File: src/rtl/mem_stage.sv
// mem_stage: MEM pipeline stage with load byte/half extraction; one cycle EX->WB, non-loads add no latency.
// Stalls on !WB_allow while holding first-cycle SRAM read data; define MEM_ALIGN_CHECK_EN to flag misaligned loads.
module mem_stage #(
   parameter int EX_BUS_W = 75,
   parameter int WB_BUS_W = 70,
   parameter int FWD_W    = 38
) (
   input  logic                clk,
   input  logic                reset,
   input  logic                WB_allow,
   output logic                MEM_allow,
   input  logic                EX_to_MEM_valid,
   input  logic [EX_BUS_W-1:0] EX_to_MEM_bus,
   input  logic [31:0]         data_sram_rdata,
   output logic                MEM_to_WB_valid,
   output logic [WB_BUS_W-1:0] MEM_to_WB_bus,
   output logic [FWD_W-1:0]    MEM_to_ID_forward,
   output logic                mem_ale
);

   typedef struct packed {
      logic        res_from_mem;
      logic        gr_we;
      logic [4:0]  dest;
      logic [31:0] result;
      logic [31:0] pc;
      logic        ld_b;
      logic        ld_h;
      logic        ld_bu;
      logic        ld_hu;
   } ex_bus_t;

   ex_bus_t     bus_q;
   logic        mem_valid_q, mem_valid_d;
   logic        hold_vld_q, hold_vld_d;
   logic [31:0] hold_q, hold_d;
   logic        mem_ready_go;
   logic [31:0] rdata;
   logic [1:0]  addr;
   logic [7:0]  ld_byte;
   logic [15:0] ld_half;
   logic [31:0] ld_val;
   logic [31:0] final_result;
   logic        gr_we_eff;

   assign mem_ready_go    = 1'b1;
   assign MEM_allow       = !mem_valid_q || (mem_ready_go && WB_allow);
   assign MEM_to_WB_valid = mem_valid_q && mem_ready_go;

   // SRAM data is only valid in the first MEM cycle; keep it if WB stalls us
   always_comb begin
      mem_valid_d = MEM_allow ? EX_to_MEM_valid : mem_valid_q;
      hold_vld_d  = hold_vld_q;
      hold_d      = hold_q;
      if (mem_valid_q && WB_allow) begin
         hold_vld_d = 1'b0;
      end else if (mem_valid_q && bus_q.res_from_mem && !hold_vld_q) begin
         hold_vld_d = 1'b1;
         hold_d     = data_sram_rdata;
      end
   end

   always_ff @(posedge clk) begin
      if (reset) begin
         mem_valid_q <= 1'b0;
         hold_vld_q  <= 1'b0;
      end else begin
         mem_valid_q <= mem_valid_d;
         hold_vld_q  <= hold_vld_d;
      end
      hold_q <= hold_d;
      if (EX_to_MEM_valid && MEM_allow) begin
         bus_q <= ex_bus_t'(EX_to_MEM_bus);
      end
   end

   assign rdata = hold_vld_q ? hold_q : data_sram_rdata;
   assign addr  = bus_q.result[1:0];

   always_comb begin
      case (addr)
         2'd0:    ld_byte = rdata[7:0];
         2'd1:    ld_byte = rdata[15:8];
         2'd2:    ld_byte = rdata[23:16];
         default: ld_byte = rdata[31:24];
      endcase
      ld_half = addr[1] ? rdata[31:16] : rdata[15:0];
      if (bus_q.ld_b)       ld_val = {{24{ld_byte[7]}}, ld_byte};
      else if (bus_q.ld_bu) ld_val = {24'd0, ld_byte};
      else if (bus_q.ld_h)  ld_val = {{16{ld_half[15]}}, ld_half};
      else if (bus_q.ld_hu) ld_val = {16'd0, ld_half};
      else                  ld_val = rdata;
   end

   assign final_result = bus_q.res_from_mem ? ld_val : bus_q.result;

`ifdef MEM_ALIGN_CHECK_EN
   assign mem_ale = mem_valid_q && bus_q.res_from_mem &&
                    (((bus_q.ld_h || bus_q.ld_hu) && addr[0]) ||
                     (!(bus_q.ld_b || bus_q.ld_bu || bus_q.ld_h || bus_q.ld_hu) && (addr != 2'd0)));
`else
   assign mem_ale = 1'b0;
`endif

   assign gr_we_eff = bus_q.gr_we && !mem_ale;

   assign MEM_to_WB_bus     = {gr_we_eff, bus_q.dest, final_result, bus_q.pc};
   assign MEM_to_ID_forward = {gr_we_eff && mem_valid_q,
                               bus_q.dest & {5{mem_valid_q}},
                               final_result};

endmodule

File: config.mk
export PLATFORM = sky130hd
export DESIGN_NAME = mem_stage
export DESIGN_NICKNAME = d
export VERILOG_FILES = /design/src/rtl/mem_stage.sv
export SDC_FILE = /design/constraint.sdc
export NUM_CORES = 1
export LEC_CHECK = 0
export ABC_AREA = 1
export CAP_MARGIN = 15
export CORE_UTILIZATION = 44
export DETAILED_ROUTE_END_ITERATION = 10
export PLACE_DENSITY_LB_ADDON = 0.25
export SETUP_SLACK_MARGIN = 0.4
export SYNTH_ARGS = -nofsm -noshare
export SYNTH_HDL_FRONTEND = slang
export SYNTH_SLANG_ARGS = --single-unit
File: constraint.sdc
create_clock -name clk -period 5.3 [get_ports clk]
set_input_delay 0.53 -clock clk [delete_from_list [all_inputs] [get_ports clk]]
set_output_delay 0.53 -clock clk [all_outputs]
set_load 0.02 [all_outputs]
## Word-level counts from Yosys, hierarchy flattened

Cells that the tools add are included.

| word-level totals | value |
|---|---|
| register bits | 109 |
| bits of input ports | 111 |

| operators by class | value |
|---|---|
| eq/ne operators | 2 |
| bitwise operators | 2 |
| reduce and logical (&&, ||, !) cells | 11 |
| mux-type cells | 8 |

Operators by type and width:

| cell | number |
|---|---|
| $mux 32 | 6 |
| $pmux 8 s3 | 1 |
| $mux 16 | 1 |
| $and 5x5->5 | 1 |
| $logic_and 1x1->1 | 5 |
| $eq 2x1->1 const B | 1 |
| $eq 2x2->1 const B | 1 |
| $logic_not 1->1 | 2 |
| $logic_not 2->1 | 1 |
| $reduce_and 2->1 | 1 |
| $reduce_or 2->1 | 1 |
| $logic_or 1x1->1 | 1 |
| $not 1->1 | 1 |

## Depth between registers and ports, before layout

Gate-level depths: netlist of run 1.

| depth | value |
|---|---|
| depth after elaboration | 7 |
| depth in mapped cells | 11 |
| depth with buffers taken out | 9 |

## Worst setup path after synthesis of run 1

OpenSTA, ideal clock, no wires.

| timing | value |
|---|---|
| path kind | flip-flop to flip-flop |
| start | register mem_valid_q (netlist: MEM_to_WB_valid) |
| end | register bus_q (netlist bit MEM_to_WB_bus[0]) (enable) |
| arrival time | 4.262 ns |
| cell stages (with the launch flop) | 3 |
| slack | 0.505 ns |
| path buffers | 1 |
| cell sequence | dfxtp_1 -> clkbuf_1 -> a21oi_1 |

| between the ends | value |
|---|---|
| longest elaborated chain between the ends | 3 |

Ends and longest elaborated chain:

| item | line | text |
|---|---|---|
| start, declared | 34 | `logic mem_valid_q, mem_valid_d;` |
| start signal, assigned | 68 | `mem_valid_q <= mem_valid_d;` |
| $logic_not 1->1 | 47 | `assign MEM_allow = !mem_valid_q \|\| (mem_ready_go && WB_allow);` |
| $logic_or 1x1->1 | 47 |  |
| $logic_and 1x1->1 | 72 | `if (EX_to_MEM_valid && MEM_allow) begin` |
| end signal, assigned | 73 | `bus_q <= ex_bus_t'(EX_to_MEM_bus);` |
| end, declared | 33 | `ex_bus_t bus_q;` |

No other way between the ends.
A chain may end at the register's enable or synchronous reset.

## Worst setup path in the final report of run 1

| timing | value |
|---|---|
| start | register bus_q[74] in the netlist's numbering |
| end | output MEM_to_WB_bus[35] |

| between the ends | value |
|---|---|
| longest elaborated chain between the ends | 1 |

Ends and longest elaborated chain:

| item | line | text |
|---|---|---|
| $mux 32 | 95 | `assign final_result = bus_q.res_from_mem ? ld_val : bus_q.result;` |
| end, declared | 16 | `output logic [WB_BUS_W-1:0] MEM_to_WB_bus,` |

No other way between the ends.

==> PnR_summary.wiki, run 1 <==
{| class="wikitable"
! Metric !! Value
|-
| Initial core utilization || 0.454
|-
| Count of antenna-violating nets left after detailed routing || 0
|-
| Share of the clock period used by the worst path after layout || 0.691
|-
| Detailed placement HPWL || between 10000 and 15000 um
|-
| Prevailing post-synth register cell || sky130_fd_sc_hd__edfxtp_1
|-
| Die X-Extent || 114 um
|-
| Final total negative setup slack || 0 ns
|-
| Pleak || approximately 0.0031 uW
|-
| Crit path launch || bus_q[74]
|-
| Post-synthesis cell count || ~570
|-
| Capture point of the worst path || MEM_to_WB_bus[35]
|-
| Antenna diode count || 0
|-
| Post-CTS Setup Repair Bufs || 0
|-
| Number of clock sinks seen by CTS || between 100 and 150
|-
| Residual overflow from global routing || 0
|-
| Clock tree from TritonCTS || done
|-
| Max-slew violations || 0
|-
| Leading post-synthesis cells by instance count || sky130_fd_sc_hd__nand2_1, sky130_fd_sc_hd__edfxtp_1, sky130_fd_sc_hd__buf_4
|-
| Transition time at the pin with the least slew margin || roughly 0.99 ns
|-
| Pre-antenna DRT Iters || 5
|-
| Crit Path Category || flip-flop to output port
|-
| Resized Gates After CTS || 0
|-
| Worst setup EP type || output port
|-
| Pin count of the biggest net entering global routing || 36
|-
| Main area contributors after synthesis || sky130_fd_sc_hd__edfxtp_1, sky130_fd_sc_hd__nand2_1, sky130_fd_sc_hd__buf_4
|-
| Result of the run || finished, final reports clean
|-
| Maximum count of clock buffers along a single path || 2
|-
| Number of maximum-capacitance violations || 0
|-
| DRC || 0
|-
| Cell breakdown of the critical path || buf_4, clkinv_1, a31oi_1, nand3_1, nand2_1, clkdlybuf4s50_1
|-
| Hold-fix buffers at CTS || 0
|-
| Total of endpoints with negative setup slack in the final report || 0
|-
| Pwr/cell area || about 290 nW/um^2
|-
| Proportion of netlist area held by the largest area contributor || 0.587
|-
| Total Routed Length || around 14000 um
|-
| Number of design-rule violations left by the first detailed-router iteration || 251
|-
| Clock slew seen by the registers of the worst setup and hold paths || approximately 0.070 ns
|-
| FF-to-FF setup slack || 2.65 ns
|-
| Hold violation count in the final report || 0
|-
| Core outline area || 12100 um^2
|-
| CTS Buf Count || 9
|-
| Synth Register Bits || about 110
|-
| Final core utilization || 0.627
|-
| Unrepaired setup endpoints after global routing || no
|-
| Root buffer selected by CTS || sky130_fd_sc_hd__clkbuf_16
|-
| Synth area leader || sky130_fd_sc_hd__edfxtp_1
|-
| Summed instance area of the synthesized netlist || 5470 um^2
|-
| NumNets Final || between 800 and 900
|-
| Antenna violations before repair || 0
|-
| Worst hold-check slack || a little over 0.7 ns
|-
| Worst-case headroom to the max-slew limit || 0.333
|-
| Maximum clock skew at final layout || around 0.0053 ns
|-
| Critical-path maximum fanout || 35
|-
| Number of input and output port buffers inserted || 220
|-
| Number of cells on the worst hold path || 1
|-
| Delay of the slowest critical-path stage || about 0.87 ns
|-
| Reg-to-reg critical path startpoint || bus_q[74]
|-
| Gpl congestion || ~0.9
|-
| IR drop worst, VDD || 0.223 mV
|-
| Post-synthesis cell type count || 31
|-
| Depth of the worst register-to-register path || 4
|-
| Fraction of layout instances using a drive strength above 1 || 0.0485
|-
| Via count || about 4.2k
|-
| Overall routing resource usage || 0.220
|-
| Later-pin clock latency in the skew report || ~0.35 ns
|-
| Endpoint of the lowest-slack register-to-register path || hold_q[12]
|-
| Min Clock Period, post-route || approximately 3.7 ns
|-
| Synth-to-Final Area Change || 38.3%
|-
| H-tree levels || 3
|-
| Count of flip-flops with a built-in enable after synthesis || 107
|-
| Class of the tightest hold or removal check || input pin to flip-flop
|-
| Most instantiated library cell after synthesis || sky130_fd_sc_hd__nand2_1
|-
| Worst setup SP type || flip-flop
|-
| Warnings from Yosys || 0
|-
| Number of placement rows || 40
|-
| Arrival time of data at the critical path endpoint || between 3 and 4 ns
|-
| Die H || 114 um
|-
| Sequential fraction of the synthesis area || 0.594
|-
| Maximum clock frequency || 273 MHz
|-
| Async S/R FF share, synth || 0
|-
| Avg Synthesized Cell Area || between 9 and 10 um^2
|-
| Area of the die || about 13000 um^2
|-
| Post-Syn Nets || 682
|-
| DR WL/cell || 15.5 um
|-
| Ratio of routed vias to standard cells || between 4 and 5
|-
| Global-route wire length before repair || about 21000 um
|-
| I/O pins || between 200 and 250
|-
| Via count of the first global-routing pass || roughly 4.2k
|-
| Slowest stage cell, crit path || sky130_fd_sc_hd__clkinv_1
|-
| Critical Path RT || approximately 4.8 ns
|}
flip-flops by register name, indices dropped and copies added, names as in the netlist:
signal,flops
addr,2
gr_we_eff,1
hold_q,32
hold_vld_q,1
MEM_to_WB_valid,1
MEM_to_WB_bus,37
bus_q,35
where the power goes:
part / internal, uW / leakage [uW] / switching (uW)
clock: 326 / 0.000134 / 322
combinational: 236 / 0.00191 / 264
sequential: 994 / 0.00103 / 18.2
cells by family (layout without fill, tap and decap cells):
family,Yosys count,after routing,share of synthesized area
AOI/OAI and AO/OA,41,41,0.0391
buffers and inverters,132,282,0.149
DFF,109,109,0.594
muxes,1,1,0.00183
other,1,1,0.000685
and+or+nand+nor,287,287,0.215
cell type report:
class	count	area (um^2)
clock inverters	7	58.8
well taps	168	210
multi-input cells	330	1420
clock buffers	9	225
flip-flops and latches	109	3250
fillers	1021	4490
inverters	39	146
repair buffers	227	2250
worst min path at each step:
| stage | start | endpoint | slack [ns] |
|---|---|---|---|
| finish | EX_to_MEM_bus[56] | bus_q[56] | 0.72 |
| global route | EX_to_MEM_bus[8] | MEM_to_WB_bus[4] | 0.72 |
| CTS | EX_to_MEM_bus[26] | MEM_to_WB_bus[22] | 0.72 |
| detailed placement | MEM_to_WB_valid | hold_vld_q | 0.74 |
| global placement | MEM_to_WB_valid | hold_vld_q | 0.72 |
| floorplan | reset | MEM_to_WB_valid | 0.60 |
routing by layer:
metal / up-vias / wire length (um) / part of all wire / GRT usage
met4: 0 / 258 / 0.019 / 0.0860
met5: - / 0 / 0 / 0
met2: 196 / 6930 / 0.50 / 0.380
li1: 2080 / - / - / -
met3: 19 / 1450 / 0.11 / 0.0760
met1: 1954 / 5140 / 0.37 / 0.251
critical path: cells and delay by family (launching register included):
kind / cells / cell delay, ns
DFF: 1 / 0.32
buffers and inverters: 3 / 1.79
AOI/OAI and AO/OA: 1 / 0.43
and+or+nand+nor: 2 / 0.23
cell usage in the layout, fill, tap and decap left out, drive strengths merged, types with 5 or more instances in the layout:
cell type and instances:
a21oi 5, o21ai 31, inv 36, edfxtp 107
nand3 37, nor2 19, buf 7, clkinv 8
clkbuf 9, or2 6, clkdlybuf4s50 220, nand2 221
through the flow:
stage               setup WS, ns  cells  power, uW  area (um^2)
floorplan                  0.505    571       1330         5470
global placement            2.03    873       1530         7280
detailed placement          1.99    873       1530         7280
CTS                         1.60    889       2180         7570
global route                1.39    889       2240         7570
finish                      1.64    889       2160         7570
No activity file was read; power rests on OpenSTA's default activity.
==> inputs of run 2 (changes only) <==
--- a/config.mk
+++ b/config.mk
@@ -7,7 +7,7 @@
 export LEC_CHECK = 0
 export ABC_AREA = 1
 export CAP_MARGIN = 15
-export CORE_UTILIZATION = 44
+export CORE_UTILIZATION = 39
 export DETAILED_ROUTE_END_ITERATION = 10
 export PLACE_DENSITY_LB_ADDON = 0.25
 export SETUP_SLACK_MARGIN = 0.4
==> constraint.sdc (replaced) <==
create_clock -name clk -period 3 [get_ports clk]
set_input_delay 0.3 -clock clk [delete_from_list [all_inputs] [get_ports clk]]
set_output_delay 0.3 -clock clk [all_outputs]
set_load 0.02 [all_outputs]
==> PnR_summary.wiki, run 2 (synthesis results as in run 1) <==
{| class="wikitable"
! Metric !! Value
|-
| Transition time at the pin with the least slew margin || between 0.5 and 0.6 ns
|-
| Residual overflow from global routing || 0
|-
| I/O pins || 222
|-
| Total of endpoints with negative setup slack in the final report || 0
|-
| Share of power burned in the clock network || 0.314
|-
| Final core utilization || 0.569
|-
| Clock tree from TritonCTS || done
|-
| Wire length on met3 || ~1500 um
|-
| Internal Power || around 2800 uW
|-
| Number of maximum-capacitance violations || 0
|-
| Delay of the slowest critical-path stage || 0.40 ns
|-
| Area of the die || about 15000 um^2
|-
| Detailed placement HPWL || 11000 um
|-
| Number of clock sinks seen by CTS || 109
|-
| Commonest cells after routing, fill and taps aside || sky130_fd_sc_hd__nand2_1, sky130_fd_sc_hd__clkdlybuf4s50_1, sky130_fd_sc_hd__edfxtp_1
|-
| DR WL/cell || 16.5 um
|-
| Number of input and output port buffers inserted || 220
|-
| Crit Path Category || flip-flop to output port
|-
| Final total power || slightly below 4000 uW
|-
| Clock slew seen by the registers of the worst setup and hold paths || about 0.080 ns
|-
| Share of the clock period used by the worst path after layout || 0.857
|-
| Critical-path maximum fanout || 24
|-
| Antenna violations before repair || 0
|-
| Via count of the first global-routing pass || 4425
|-
| Critical Path RT || approximately 2.7 ns
|-
| Global-route wire length before repair || approximately 23000 um
|-
| Cell breakdown of the critical path || buf_8, nand2_1, nand3_2, nand2_1, nand3_4, nand3_2, nand2_1, nand2_1, nand2_1, dlygate4sd2_1
|-
| Most repeated library cell on the critical path || sky130_fd_sc_hd__nand2_1
|-
| Maximum clock frequency || 389 MHz
|-
| Number of placement rows || 42
|-
| NumNets Final || around 850
|-
| Class of the tightest hold or removal check || input pin to flip-flop
|-
| Highest metal layer with signal wires || met4
|-
| Design Area, Final || between 7000 and 8000 um^2
|-
| CTS Buf Count || 9
|-
| Hold-fix buffers at CTS || 0
|-
| Max-slew violations || 0
|-
| Fraction of layout instances using a drive strength above 1 || 0.134
|-
| Core outline area || between 10000 and 15000 um^2
|-
| M1 wire length || roughly 6100 um
|-
| Initial core utilization || 0.407
|-
| Met2 WL || about 7400 um
|-
| Hold violation count in the final report || 0
|-
| Root buffer selected by CTS || sky130_fd_sc_hd__clkbuf_16
|-
| Final total negative setup slack || 0 ns
|-
| DRC || 0
|-
| Synth-to-Final Area Change || 39.9%
|-
| Maximum clock skew at final layout || approximately 0.0090 ns
|-
| IR drop worst, VDD || between 0.2 and 0.3 mV
|-
| Antenna diode count || 0
|-
| Pin count of the biggest net entering global routing || between 40 and 50
|-
| Pre-antenna DRT Iters || 5
|-
| Later-pin clock latency in the skew report || 0.35 ns
|-
| Net load switching power || ~1100 uW
|-
| Worst setup EP type || output port
|-
| Total Routed Length || 15100 um
|-
| Overall routing resource usage || 0.209
|-
| FF-to-FF setup slack || approximately 1.3 ns
|-
| H-tree levels || 3
|-
| Pwr/cell area || between 500 and 600 nW/um^2
|-
| Pleak || around 0.0033 uW
|-
| Worst-case headroom to the max-slew limit || 0.633
|-
| Arrival time of data at the critical path endpoint || 2.27 ns
|-
| Result of the run || finished, final reports clean
|-
| Count of antenna-violating nets left after detailed routing || 0
|-
| Ratio of routed vias to standard cells || between 4 and 5
|-
| Combinational share of power || 0.224
|-
| Min Clock Period, post-route || between 2 and 3 ns
|-
| Via count || 4391
|-
| Gpl congestion || about 0.87
|-
| Flip-flop count of the largest register after layout || 37
|-
| Die H || 120 um
|-
| Post-placement cell area || around 7300 um^2
|-
| Die X-Extent || about 120 um
|-
| Flop pwr share || 0.462
|-
| Fraction of power spent switching nets || 0.281
|-
| Slowest stage cell, crit path || sky130_fd_sc_hd__dfxtp_2
|-
| Worst setup SP type || flip-flop
|-
| Most common library cell in the layout ignoring fill and taps || sky130_fd_sc_hd__nand2_1
|-
| Maximum count of clock buffers along a single path || 2
|-
| Filler instances || approximately 1.2k
|-
| Number of design-rule violations left by the first detailed-router iteration || 292
|-
| Unrepaired setup endpoints after global routing || yes
|}
-- run 2: path summary, 6_finish.rpt --
kind / startpoint / endpoint / cells past startpoint
worst max-delay path: hold_vld_q / MEM_to_ID_forward[19] / 10
worst min-delay path: EX_to_MEM_bus[71] / MEM_to_WB_bus[67] / 1
worst max register to register: MEM_to_WB_valid / hold_q[6] / 3
worst min register to register: MEM_to_WB_valid / hold_vld_q / 2
-- run 2: power groups by stage --
stage | Sequential [uW] | Clock (uW) | Combinational, uW
after global routing | 1790 | 1290 | 936
after detailed placement | 1820 | 0 | 904
final | 1780 | 1210 | 867
after floorplan | 1810 | 0 | 527
after CTS | 1780 | 1240 | 864
after global placement | 1820 | 0 | 900
-- run 2: repair_timing --
action	4_1_cts	5_1_grt
resized for setup	87	82
gates cloned	1	3
endpoints found under the setup margin	64	57
pin swaps	0	3
buffers inserted	5	5
-- run 2: per-stage QoR --
stage / cells / hold slack, ns / worst slack [ns]
CTS: 908 / 0.485 / 0.137
finish: 916 / 0.495 / 0.429
detailed placement: 886 / 0.734 / 0.258
global placement: 886 / 0.704 / 0.274
global route: 916 / 0.485 / 0.305
floorplan: 571 / 0.369 / 0.679
-- run 2: per-layer routing --
layer  up-vias  global-route usage
met4         0              0.0702
met1      2047               0.248
met5         -                   0
met3        13              0.0632
met2       203               0.362
li1       2128                   -
-- run 2: worst max-delay path, delay by kind of cell (launching register included) --
| family | cells | cell delay, ns |
|---|---|---|
| AND/OR/NAND/NOR | 8 | 0.98 |
| buffers and inverters | 2 | 0.53 |
| flip-flops | 1 | 0.40 |
-- run 2: cell type report --
cell class | count | area (um^2) | share of cell area
multi-input cells | 334 | 1530 | 0.200
well taps | 176 | 220 | 0.0288
flip-flops and latches | 109 | 3250 | 0.425
clock inverters | 6 | 70.1 | 0.00915
repair buffers | 242 | 2200 | 0.287
clock buffers | 10 | 229 | 0.0299
inverters | 39 | 155 | 0.0203
